--- config.mk ---
export PLATFORM = sky130hd
export DESIGN_NAME = switch_event_scheduler_flat
export DESIGN_NICKNAME = d
export VERILOG_FILES = /design/src/rtl/switch_event_scheduler_if.sv /design/src/rtl/switch_event_scheduler.sv /design/src/flat_wrapper.sv
export SDC_FILE = /design/constraint.sdc
export NUM_CORES = 1
export LEC_CHECK = 0
export ABC_AREA = 1
export BUFFER_PORTS_ARGS = -buffer_cell sky130_fd_sc_hd__buf_4
export CORE_UTILIZATION = 40
export CTS_BUF_LIST = sky130_fd_sc_hd__clkbuf_4
export CTS_CLUSTER_DIAMETER = 80
export DETAILED_ROUTE_END_ITERATION = 10
export PLACE_DENSITY = 0.6
export SLEW_MARGIN = 15
export SYNTH_ARGS = -nofsm -noshare
export SYNTH_HDL_FRONTEND = slang
export SYNTH_SLANG_ARGS = --single-unit
--- constraint.sdc ---
create_clock -name i_clk -period 2.1 [get_ports i_clk]
set_input_delay 0.105 -clock i_clk [delete_from_list [all_inputs] [get_ports i_clk]]
set_output_delay 0.105 -clock i_clk [all_outputs]
set_load 0.02 [all_outputs]
--- src/rtl/switch_event_scheduler_if.sv ---
// Event handshake between the switch scheduler (master) and its downstream consumer (slave).
// The id width is derived from the switch count so both sides agree on it.
interface switch_event_scheduler_if #(
  parameter int NUM_SW = 4
);
  localparam int IDW = $clog2(NUM_SW);

  logic           o_event_valid;
  logic [IDW-1:0] o_event_id;
  logic           i_event_ready;

  modport master (
    output o_event_valid,
    output o_event_id,
    input  i_event_ready
  );

  modport slave (
    input  o_event_valid,
    input  o_event_id,
    output i_event_ready
  );
endinterface

--- src/rtl/switch_event_scheduler.sv ---
// Debounces NUM_SW switches on one shared sample tick, queues each debounced press and
// serialises the events round-robin onto a valid/ready port; each accepted event toggles an LED.
module switch_event_scheduler #(
  parameter int NUM_SW       = 4,
  parameter int TICK_DIV     = 250,
  parameter int STABLE_TICKS = 1000
) (
  input  logic                     i_clk,
  input  logic                     i_rst_n,
  input  logic [NUM_SW-1:0]        i_sw,
  output logic [NUM_SW-1:0]        o_debounced,
  output logic [NUM_SW-1:0]        o_led,
  output logic [NUM_SW-1:0]        o_overrun,
  switch_event_scheduler_if.master ev
);

  localparam int IDW  = $clog2(NUM_SW);
  localparam int IDW1 = IDW + 1;
  localparam int PW   = $clog2(TICK_DIV);
  localparam int CW   = $clog2(STABLE_TICKS);

  typedef enum logic [0:0] {
    S_IDLE  = 1'b0,
    S_OFFER = 1'b1
  } state_t;

  state_t            state_q, state_d;
  logic [NUM_SW-1:0] sync1_q, sync2_q;
  logic [PW-1:0]     presc_q, presc_d;
  logic [CW-1:0]     cnt_q [NUM_SW];
  logic [CW-1:0]     cnt_d [NUM_SW];
  logic [NUM_SW-1:0] deb_q, deb_d;
  logic [NUM_SW-1:0] pending_q, pending_d;
  logic [NUM_SW-1:0] overrun_q, overrun_d;
  logic [NUM_SW-1:0] led_q, led_d;
  logic [IDW-1:0]    rr_ptr_q, rr_ptr_d;
  logic [IDW-1:0]    id_q, id_d;

  logic                tick_s;
  logic [NUM_SW-1:0]   rise_s;
  logic [2*NUM_SW-1:0] pend2_s;
  logic [NUM_SW-1:0]   rot_s;
  logic [IDW-1:0]      off_s;
  logic [IDW:0]        sum_s;
  logic [IDW-1:0]      pick_s;
  logic                valid_s;
  logic                accept_s;
  logic [NUM_SW-1:0]   accept_vec_s;

  // Shared prescaler: tick marks the last clock of every TICK_DIV period.
  always_comb begin
    tick_s = (presc_q == PW'(TICK_DIV - 1));
    if (tick_s) begin
      presc_d = '0;
    end else begin
      presc_d = presc_q + PW'(1);
    end
  end

  // Per-channel debounce: flip only after STABLE_TICKS consecutive disagreeing ticks.
  always_comb begin
    deb_d  = deb_q;
    rise_s = '0;
    for (int i = 0; i < NUM_SW; i++) begin
      cnt_d[i] = cnt_q[i];
      if (!tick_s) begin
        cnt_d[i] = cnt_q[i];
      end else if (sync2_q[i] == deb_q[i]) begin
        cnt_d[i] = '0;
      end else if (cnt_q[i] == CW'(STABLE_TICKS - 1)) begin
        deb_d[i]  = sync2_q[i];
        cnt_d[i]  = '0;
        rise_s[i] = sync2_q[i];
      end else begin
        cnt_d[i] = cnt_q[i] + CW'(1);
      end
    end
  end

  // Round-robin pick: rotate pending so rr_ptr sits at bit 0, take the lowest set bit.
  always_comb begin
    pend2_s = {pending_q, pending_q};
    rot_s   = NUM_SW'(pend2_s >> rr_ptr_q);
    off_s   = '0;
    for (int k = NUM_SW - 1; k >= 0; k--) begin
      off_s = rot_s[k] ? IDW'(k) : off_s;
    end
    sum_s = {1'b0, rr_ptr_q} + {1'b0, off_s};
    if (sum_s >= IDW1'(NUM_SW)) begin
      pick_s = IDW'(sum_s - IDW1'(NUM_SW));
    end else begin
      pick_s = sum_s[IDW-1:0];
    end
  end

  // Arbiter next-state.
  always_comb begin
    case (state_q)
      S_IDLE:  state_d = (|pending_q) ? S_OFFER : S_IDLE;
      S_OFFER: state_d = accept_s ? S_IDLE : S_OFFER;
      default: state_d = S_IDLE;
    endcase
  end

  // Arbiter outputs: valid comes straight from the state flop, never from ready.
  always_comb begin
    valid_s  = (state_q == S_OFFER);
    accept_s = valid_s & ev.i_event_ready;
    for (int k = 0; k < NUM_SW; k++) begin
      accept_vec_s[k] = accept_s && (id_q == IDW'(k));
    end
  end

  // Event bookkeeping; a rise coinciding with acceptance re-arms pending without overrun.
  always_comb begin
    pending_d = (pending_q & ~accept_vec_s) | rise_s;
    overrun_d = overrun_q | (rise_s & pending_q & ~accept_vec_s);
    led_d     = led_q ^ accept_vec_s;
    if (accept_s) begin
      rr_ptr_d = (id_q == IDW'(NUM_SW - 1)) ? '0 : id_q + IDW'(1);
    end else begin
      rr_ptr_d = rr_ptr_q;
    end
    if ((state_q == S_IDLE) && (|pending_q)) begin
      id_d = pick_s;
    end else begin
      id_d = id_q;
    end
  end

  // Arbiter state register.
  always_ff @(posedge i_clk or negedge i_rst_n) begin
    if (!i_rst_n) begin
      state_q <= S_IDLE;
    end else begin
      state_q <= state_d;
    end
  end

  // Datapath registers: synchroniser, prescaler, debounce and event state.
  always_ff @(posedge i_clk or negedge i_rst_n) begin
    if (!i_rst_n) begin
      sync1_q   <= '0;
      sync2_q   <= '0;
      presc_q   <= '0;
      deb_q     <= '0;
      pending_q <= '0;
      overrun_q <= '0;
      led_q     <= '0;
      rr_ptr_q  <= '0;
      id_q      <= '0;
      for (int i = 0; i < NUM_SW; i++) begin
        cnt_q[i] <= '0;
      end
    end else begin
      sync1_q   <= i_sw;
      sync2_q   <= sync1_q;
      presc_q   <= presc_d;
      deb_q     <= deb_d;
      pending_q <= pending_d;
      overrun_q <= overrun_d;
      led_q     <= led_d;
      rr_ptr_q  <= rr_ptr_d;
      id_q      <= id_d;
      for (int i = 0; i < NUM_SW; i++) begin
        cnt_q[i] <= cnt_d[i];
      end
    end
  end

  assign o_debounced      = deb_q;
  assign o_led            = led_q;
  assign o_overrun        = overrun_q;
  assign ev.o_event_valid = valid_s;
  assign ev.o_event_id    = id_q;

endmodule

--- src/flat_wrapper.sv ---
// flat-port wrapper written by rule: the top's interface ports become plain ports
module switch_event_scheduler_flat 
#(
  parameter int NUM_SW       = 4,
  parameter int TICK_DIV     = 250,
  parameter int STABLE_TICKS = 1000
)
  (i_clk, i_rst_n, i_sw, o_debounced, o_led, o_overrun, ev_o_event_valid, ev_o_event_id, ev_i_event_ready);
  switch_event_scheduler_if #(.NUM_SW(NUM_SW)) ev_i ();
  input  logic i_clk;
  input  logic i_rst_n;
  input  logic [NUM_SW-1:0] i_sw;
  output logic [NUM_SW-1:0] o_debounced;
  output logic [NUM_SW-1:0] o_led;
  output logic [NUM_SW-1:0] o_overrun;
  output wire logic [$bits(ev_i.o_event_valid)-1:0] ev_o_event_valid;
  output wire logic [$bits(ev_i.o_event_id)-1:0] ev_o_event_id;
  input wire logic [$bits(ev_i.i_event_ready)-1:0] ev_i_event_ready;
  assign ev_o_event_valid = ev_i.o_event_valid;
  assign ev_o_event_id = ev_i.o_event_id;
  assign ev_i.i_event_ready = ev_i_event_ready;
  switch_event_scheduler #(.NUM_SW(NUM_SW), .TICK_DIV(TICK_DIV), .STABLE_TICKS(STABLE_TICKS)) u_core (.i_clk(i_clk), .i_rst_n(i_rst_n), .i_sw(i_sw), .o_debounced(o_debounced), .o_led(o_led), .o_overrun(o_overrun), .ev(ev_i));
endmodule
==> results.md, run 1 <==
- Post-DP Area: 4290 sq um
- DRT Pass-1 Iters: 4
- Area growth, synth to finish: 13.9%
- Final period util: 82.9%
- FF+latch area: 1930 sq um
- Count of final hold-check violations: 0
- First-pass GRT wire length: 13,400 um
- Max Used Layer: met4
- Synthesized cell area: 3980 sq um
- Clock Skew: 0.0175 ns
- Initial core utilization: 40.9%
- Most frequent CP cell: nand3_1
- Die Y: 102 um
- Total core area: 9730 sq um
- Flops & latches, synth: 77
- Setup slack, reg-to-reg: 0.36 ns
- Final setup violating endpoints: 0
- Pin count of the biggest net entering global routing: 49
- Setup TNS: 0 ns
- Ports: 22
- Final Max Tran Viols: 0
- Crit start category: flop
- Total CTS buffers: 9
- Dpl cells: 634
- Worst hold path type: primary input to async pin
- DIE WIDTH: 102 um
- Top cells by area, synth: dfrtp_1, nand2_1, inv_1, nor2_1, nand3_1
- Final Critical Period: 1.74 ns
- Routed len/inst: 11.4 um
- Antenna violations before repair: 0
- Yosys top cell area share: 48.4%
- Synth warn: 0
- DRC Markers: 0
- Area leader, netlist: dfrtp_1
- Initial DRC count: 162
- Final nets: 536
- Unrepaired setup endpoints after global routing: no
- DR WL met2: 3400 um
- Ys flop type: dfrtp_1
- Worst setup path end: u_core.ev.o_event_id[1]
- Clk Latency, worst-skew pair: 0.41 ns
- Static leakage: 2.17 nW
- Critical path cell sequence: inv_1, nand2_1, nand3_1, nand2_1, nand3_1, a21boi_0, ha_1, xnor2_1, inv_1, nand3_1, nand3_1, nand2_1
- Max-Cap Viols: 0
- Multi-input gate area: 1740 sq um
- Layout cells sized above 1: 11.3%
- Core Rows: 36
- Req. time, crit path: 2.47 ns
- Synth Instances: 485
- Drt via density: 4.76
- Count leader, synth: nand2_1
- CTS tree: done
- FF-to-FF Start: u_core.rr_ptr_q[0]
- Crit path from: u_core.rr_ptr_q[0]
- Fraction of registers with async set/reset: 100%
- Routability-driven placement congestion ratio: 0.834
- Full die area: 10,400 sq um
- Fill count: 976
- Layout Cell Area excl Fill: 4540 sq um
- Outcome: finished, final reports clean
- # port buffers: 21
- Least-Margin Pin Slew: 0.388 ns
- Maximum vdd drop: 355 uV
- Final wirelength: 7480 um
- Crit path max fanout: 7
- Commonest cells in the netlist: nand2_1, dfrtp_1, inv_1
- Syn Area/Cell: 8.21 sq um
- Root Buffer: clkbuf_4
- Arr. time, crit path: 2.11 ns
- Grt ovf: 0
- Unique masters post-synth: 33
- F_max: 0.574 GHz
- Slowest-stage cell, CP: dfrtp_1
- RR Endpoint: u_core.ev.o_event_id[1]
- Max Root-Sink Buffers: 2
- Pwr dens: 806 nW/um^2
- WL met3: 209 um
- DR vias: 3,125
- Critical path's largest stage delay: 0.48 ns
- Synth Net Count: 503
- Number of synthesized flops with an enable pin: 0
- Remaining antenna violation count: 0
- Ant. Diodes: 0
- Post_cts resized: 0
- Non-Filler Instances: 656
- GRT Total Usage: 16.5%
- CTS Sinks: 77
- Sequential cell area fraction in the yosys report: 48.4%
- Reg2reg path depth: 12
- Dpl hpwl: 5400 um
- CTS H-tree lvls: 3
- CP Capture Type: flop
- Critical path class: flop to flop
- Met1 wire length: 3790 um
- Clock-pin slew on the worst setup and hold paths: 0.13 ns
- Vias in the first global route: 2,976
- Headroom to the max-slew limit: 74.0%
what timing repair did:
action,CTS,global route
setup buffers,0,0
endpoints found under the hold margin,83,0
hold buffers,6,0
cells in the final DEF, fill, tap and decap left out:
cell	Yosys	layout
nand3_1	30	30
nor2_4	4	4
mux2i_1	1	1
a21boi_0	1	1
dfrtp_1	77	77
o21ai_1	6	6
bufinv_16	0	3
buf_12	0	3
dlygate4sd3_1	0	6
o21ai_0	17	17
o21bai_1	3	3
nor4_1	1	1
ha_1	11	11
clkinv_4	0	1
nand2_1	117	117
nor3_2	1	1
nand2_2	2	2
nor2_2	5	5
nand4_1	16	16
inv_1	62	62
and3_1	2	2
clkinv_2	0	1
clkinvlp_4	0	1
a21oi_2	2	2
a31oi_1	2	2
xor2_1	13	13
nand2_4	1	1
xnor2_1	8	8
buf_4	3	22
o31ai_1	1	1
nor3_1	19	19
inv_2	1	1
a21oi_1	15	15
nand3_2	1	1
nor2_1	55	55
a31o_2	1	1
nand3b_1	1	1
clkbuf_4	0	10
kinds of logic (layout without fill, tap and decap cells):
family | count (synthesis) | count (layout) | synth area share (%)
AO/OA/AOI/OAI | 48 | 48 | 6.69
XOR/XNOR | 21 | 21 | 4.62
adder cells (fa/ha/maj) | 11 | 11 | 3.46
buffers and inverters | 72 | 110 | 8.04
flip-flops | 77 | 77 | 48.4
multiplexers | 1 | 1 | 0.251
AND/OR/NAND/NOR | 255 | 255 | 28.6
worst max-delay path, delay by kind of cell (launching register included):
kind / cells / cell delay [ns]
simple gates: 7 / 0.52
flops: 1 / 0.48
fa+ha+maj: 1 / 0.19
buf+inv: 2 / 0.18
compound gates: 1 / 0.17
xor+xnor: 1 / 0.14
cell type report:
cell class                      instances  area share, %
Multi-Input combinational cell        336           38.3
Timing Repair Buffer                   31           6.29
Clock buffer                           10           1.65
Tap cell                              133           3.67
Sequential cell                        77           42.5
Inverter                               63           5.21
Clock inverter                          6           2.45
how the worst min path moves through the flow:
stage                              endpoint  slack (ns)  cells past startpoint
after floorplan             u_core.cnt_q[0]       -0.19                      0
after global placement     u_core.cnt_q[26]        0.06                      1
after detailed placement  u_core.sync2_q[1]        0.06                      1
after CTS                 u_core.sync2_q[1]        0.12                      2
after global routing      u_core.sync2_q[1]        0.15                      2
final                     u_core.sync2_q[1]        0.14                      2
flip-flops by register name (all words and copies together), names as in the netlist:
register	flops
u_core.o_overrun	4
u_core.presc_q	8
u_core.pending_q	4
u_core.cnt_q	40
u_core.ev.o_event_valid	1
u_core.o_debounced	4
u_core.sync1_q	4
u_core.o_led	4
u_core.sync2_q	4
u_core.rr_ptr_q	2
u_core.ev.o_event_id	2
through the flow:
step                      power [mW]  hold WS (ns)  util, %  worst slack (ns)
after floorplan                 2.28        -0.191        -             0.578
after global placement          2.53        0.0598     44.1             0.407
after detailed placement        2.55        0.0627     44.1             0.382
after CTS                       3.72         0.124     46.6             0.337
after global routing            3.92         0.148     46.6             0.177
final                           3.65         0.141     46.6             0.359
power breakdown:
part	total, mW	internal (mW)	switching (mW)	leakage, nW
Sequential	1.74	1.60	0.133	1.01
Combinational	0.785	0.327	0.457	1.06
Clock	1.13	0.616	0.516	0.0966
Total	3.65	2.55	1.11	2.17
routing by layer:
metal,GRT usage (%),up-vias
met4,5.69,0
li1,-,1622
met3,3.80,5
met2,26.6,32
met5,0,-
met1,21.7,1466
Power figures use the tool's default switching activity.
==> run 2, diff against run 1 <==
--- a/config.mk
+++ b/config.mk
@@ -5,7 +5,7 @@
 export SDC_FILE = /design/constraint.sdc
 export NUM_CORES = 1
 export LEC_CHECK = 0
-export ABC_AREA = 1
+export ABC_AREA = 0
 export BUFFER_PORTS_ARGS = -buffer_cell sky130_fd_sc_hd__buf_4
 export CORE_UTILIZATION = 40
 export CTS_BUF_LIST = sky130_fd_sc_hd__clkbuf_4
==> constraint.sdc (replaced) <==
create_clock -name i_clk -period 1.7 [get_ports i_clk]
set_input_delay 0.085 -clock i_clk [delete_from_list [all_inputs] [get_ports i_clk]]
set_output_delay 0.085 -clock i_clk [all_outputs]
set_load 0.02 [all_outputs]
==> run 2 against run 1 <==
- the run now ends with negative setup slack left
- combinational power is 25% higher
- design area up 8.6%
- via count grew 2.3%
- largest cell class is now multi-input gates
==> results.md, run 2 <==
- Min-delay src: ev_i_event_ready
- Outcome: finished with violations
- Least-Margin Pin Slew: 0.489 ns (+0.101 ns)
- Final nets: 494 (-7.8%)
- Arr. time, crit path: 2.09 ns (-0.02 ns)
- Crit start category: flop
- Final wirelength: 8610 um (+15%)
- Req. time, crit path: 2.04 ns (-0.43 ns)
- Maximum vdd drop: 410 uV (+15%)
- Synth Instances: 397 (-18%)
- Synth Net Count: 415 (-17%)
- Routed len/inst: 14.1 um (+24%)
- Pin count of the biggest net entering global routing: 38 (-22%)
- Initial DRC count: 110 (-32%)
- Most flops, register: u_core.cnt_q
- Core Rows: 35 (-2.8%)
- DIE WIDTH: 100 um (-1.7%)
- F_max: 0.571 GHz (-0.53%)
- Layout cells sized above 1: 28.1% (+17 points)
- Commonest cells in the netlist: dfrtp_1, nand2_1, o21ai_0
- Fill count: 871 (-11%)
- Root Buffer: clkbuf_4
- Final Critical Period: 1.75 ns (+0.00924 ns)
- FF-to-FF Start: u_core.cnt_q[0]
- Reg2reg path depth: 5 (-7)
- Fraction of registers with async set/reset: 100% (unchanged)
- Worst slack, placed: -0.0727 ns (-0.455 ns)
- Synth warn: 0 (unchanged)
- Total core area: 9280 sq um (-4.6%)
- CTS tree: done
- Unrepaired setup endpoints after global routing: yes
- Critical path class: flop to flop
- Max-Cap Viols: 0 (unchanged)
- Clock Skew: 0.0203 ns (+0.00282 ns)
- Final period util: 103% (+20 points)
- Total CTS buffers: 9 (unchanged)
- Final worst slack: -0.0506 ns (-0.409 ns)
- Largest registers: u_core.cnt_q: 40 flops, u_core.presc_q: 8 flops
- Vias in the first global route: 2,919 (-1.9%)
- DRT Pass-1 Iters: 5 (+1)
- CTS H-tree lvls: 3 (unchanged)
- Worst hold path type: primary input to flop
- Ant. Diodes: 0 (unchanged)
- # port buffers: 21 (unchanged)
- Failing checks: negative setup slack
- Setup slack, reg-to-reg: -0.05 ns (-0.41 ns)
- Count of final hold-check violations: 0 (unchanged)
- DRC Markers: 0 (unchanged)
- Crit path max fanout: 4 (-3)
- Worst hold path stage count: 3
- Pwr dens: 885 nW/um^2 (+9.8%)
- Number of synthesized flops with an enable pin: 0 (unchanged)
- Max reg flops: 40 (unchanged)
- Ys flop type: dfrtp_1
- Headroom to the max-slew limit: 67.4% (-6.6 points)
- Die Y: 100 um (-1.7%)
- Setup TNS: -0.198 ns (-0.198 ns)
- Commonest cells after routing, fill and taps aside: dfrtp_1, buf_4, nand2_1, o21ai_0, nor2_1
- Hold Crit Endpoint: u_core.ev.o_event_valid
- Ports: 22 (unchanged)
- Routability-driven placement congestion ratio: 0.820 (-1.7%)
- Final setup violating endpoints: 9 (+9)
- Max Root-Sink Buffers: 2 (unchanged)
- Top cells by area, synth: dfrtp_1, o21ai_0, nand2_1, ha_1, and3_1
- CTS Sinks: 77 (unchanged)
- Synthesized cell area: 3840 sq um (-3.5%)
- Syn Area/Cell: 9.68 sq um (+18%)
- Static leakage: 2.24 nW (+3.4%)
- Yosys top cell area share: 50.1% (+1.8 points)
- GRT Total Usage: 17.2% (+0.77 points)
- Unique masters post-synth: 47 (+42%)
- Clock-pin slew on the worst setup and hold paths: 0.13 ns (about the same)
- Dpl hpwl: 5630 um (+4.3%)
- Flops & latches, synth: 77 (unchanged)
- Sequential cell area fraction in the yosys report: 50.1% (+1.8 points)
- Area leader, netlist: dfrtp_1
- Clk Latency, worst-skew pair: 0.41 ns (about the same)
- Commonest non-fill, non-tap cell in the layout: dfrtp_1
- RR Endpoint: u_core.o_overrun[3]
- Drt via density: 5.25 (+10%)
- First-pass GRT wire length: 13,700 um (+2.1%)
- Remaining antenna violation count: 0 (unchanged)
- Antenna violations before repair: 0 (unchanged)
- Count leader, synth: dfrtp_1
- Grt ovf: 0 (unchanged)
- Initial core utilization: 41.4% (+0.45 points)
- CP Capture Type: flop
- Area growth, synth to finish: 28.2%
- DR vias: 3,196 (+2.3%)
- Full die area: 10,000 sq um (-3.4%)
- Final Max Tran Viols: 0 (unchanged)
run 2: cell count changes after synthesis, moves of 16 or more:
| cell | before | now |
|---|---|---|
| inv_1 | 62 | 8 |
| nand2_1 | 117 | 59 |
| and3_1 | 2 | 18 |
| o21ai_0 | 17 | 52 |
| nor2_1 | 55 | 24 |
run 2: worst max-delay path by stage:
stage                             start                 endpoint  slack (ns)
finish                  u_core.cnt_q[0]      u_core.o_overrun[3]       -0.05
global placement        u_core.cnt_q[1]      u_core.o_overrun[3]        0.02
detailed placement    u_core.presc_q[1]          u_core.cnt_q[9]       -0.07
global route            u_core.cnt_q[0]      u_core.o_overrun[3]       -0.13
floorplan           u_core.pending_q[1]  u_core.ev.o_event_id[1]       0.004
CTS                   u_core.presc_q[1]          u_core.cnt_q[9]       -0.04
run 2: layout make-up:
type	instances	area (sq um)	share of cell area [%]
multi-input cells	300	1970	39.9
flip-flops and latches	77	1930	39.2
repair buffers	80	689	14.0
well taps	129	161	3.28
clock inverters	6	78.8	1.60
clock buffers	9	67.6	1.37
inverters	8	30.0	0.610
run 2: worst max-delay path: stages (launching register included):
cell and delay [ns]:
dfrtp_1 0.42, ha_4 0.17, nand4b_1 0.16, or3_4 0.39, or4_4 0.43, o21bai_2 0.11
run 2: cell families (layout without fill, tap and decap cells):
logic type / after synthesis / in the layout / share of synthesized area (%)
DFF: 77 / 77 / 50.1
muxes: 10 / 10 / 2.77
buffers and inverters: 20 / 103 / 2.25
and+or+nand+nor: 168 / 168 / 22.8
xor gates and xnor gates: 18 / 18 / 4.10
adders and majority gates: 11 / 11 / 3.58
AOI/OAI and AO/OA: 93 / 93 / 14.3
run 2: stage by stage:
| stage | instance area [sq um] | hold slack [ns] | power, mW | utilization [%] | instances |
|---|---|---|---|---|---|
| 6_report | 4930 | 0.107 | 4.36 | 53.1 | 609 |
| 3_5_place_dp | 4360 | 0.0871 | 3.08 | 47.0 | 566 |
| 3_3_place_gp | 4360 | 0.0805 | 3.05 | 47.0 | 566 |
| 4_1_cts | 4590 | 0.0993 | 4.30 | 49.4 | 588 |
| 2_1_floorplan | 3840 | -0.211 | 2.73 | - | 397 |
| 5_1_grt | 4930 | 0.150 | 4.59 | 53.1 | 609 |
run 2: per-layer routing:
layer,wire length (um),global-route usage (%),up-vias
met1,4130,24.0,1547
met2,4030,27.1,65
met5,0,0,-
met3,307,2.99,14
met4,140,6.35,0
li1,-,-,1570
run 2: where the power goes:
group	internal (mW)	total, mW	switching (mW)
sequential	1.98	2.17	0.192
combinational	0.487	0.981	0.494
clock	0.577	1.21	0.632
run 2: repair_timing:
item | CTS | global route
pin swaps | 2 | 15
resized for setup | 6 | 52
cloned | 0 | 3
hold buffers | 5 | 0
hold endpoints to repair | 47 | 0
buffers inserted | 2 | 18
setup endpoints to repair | 15 | 37
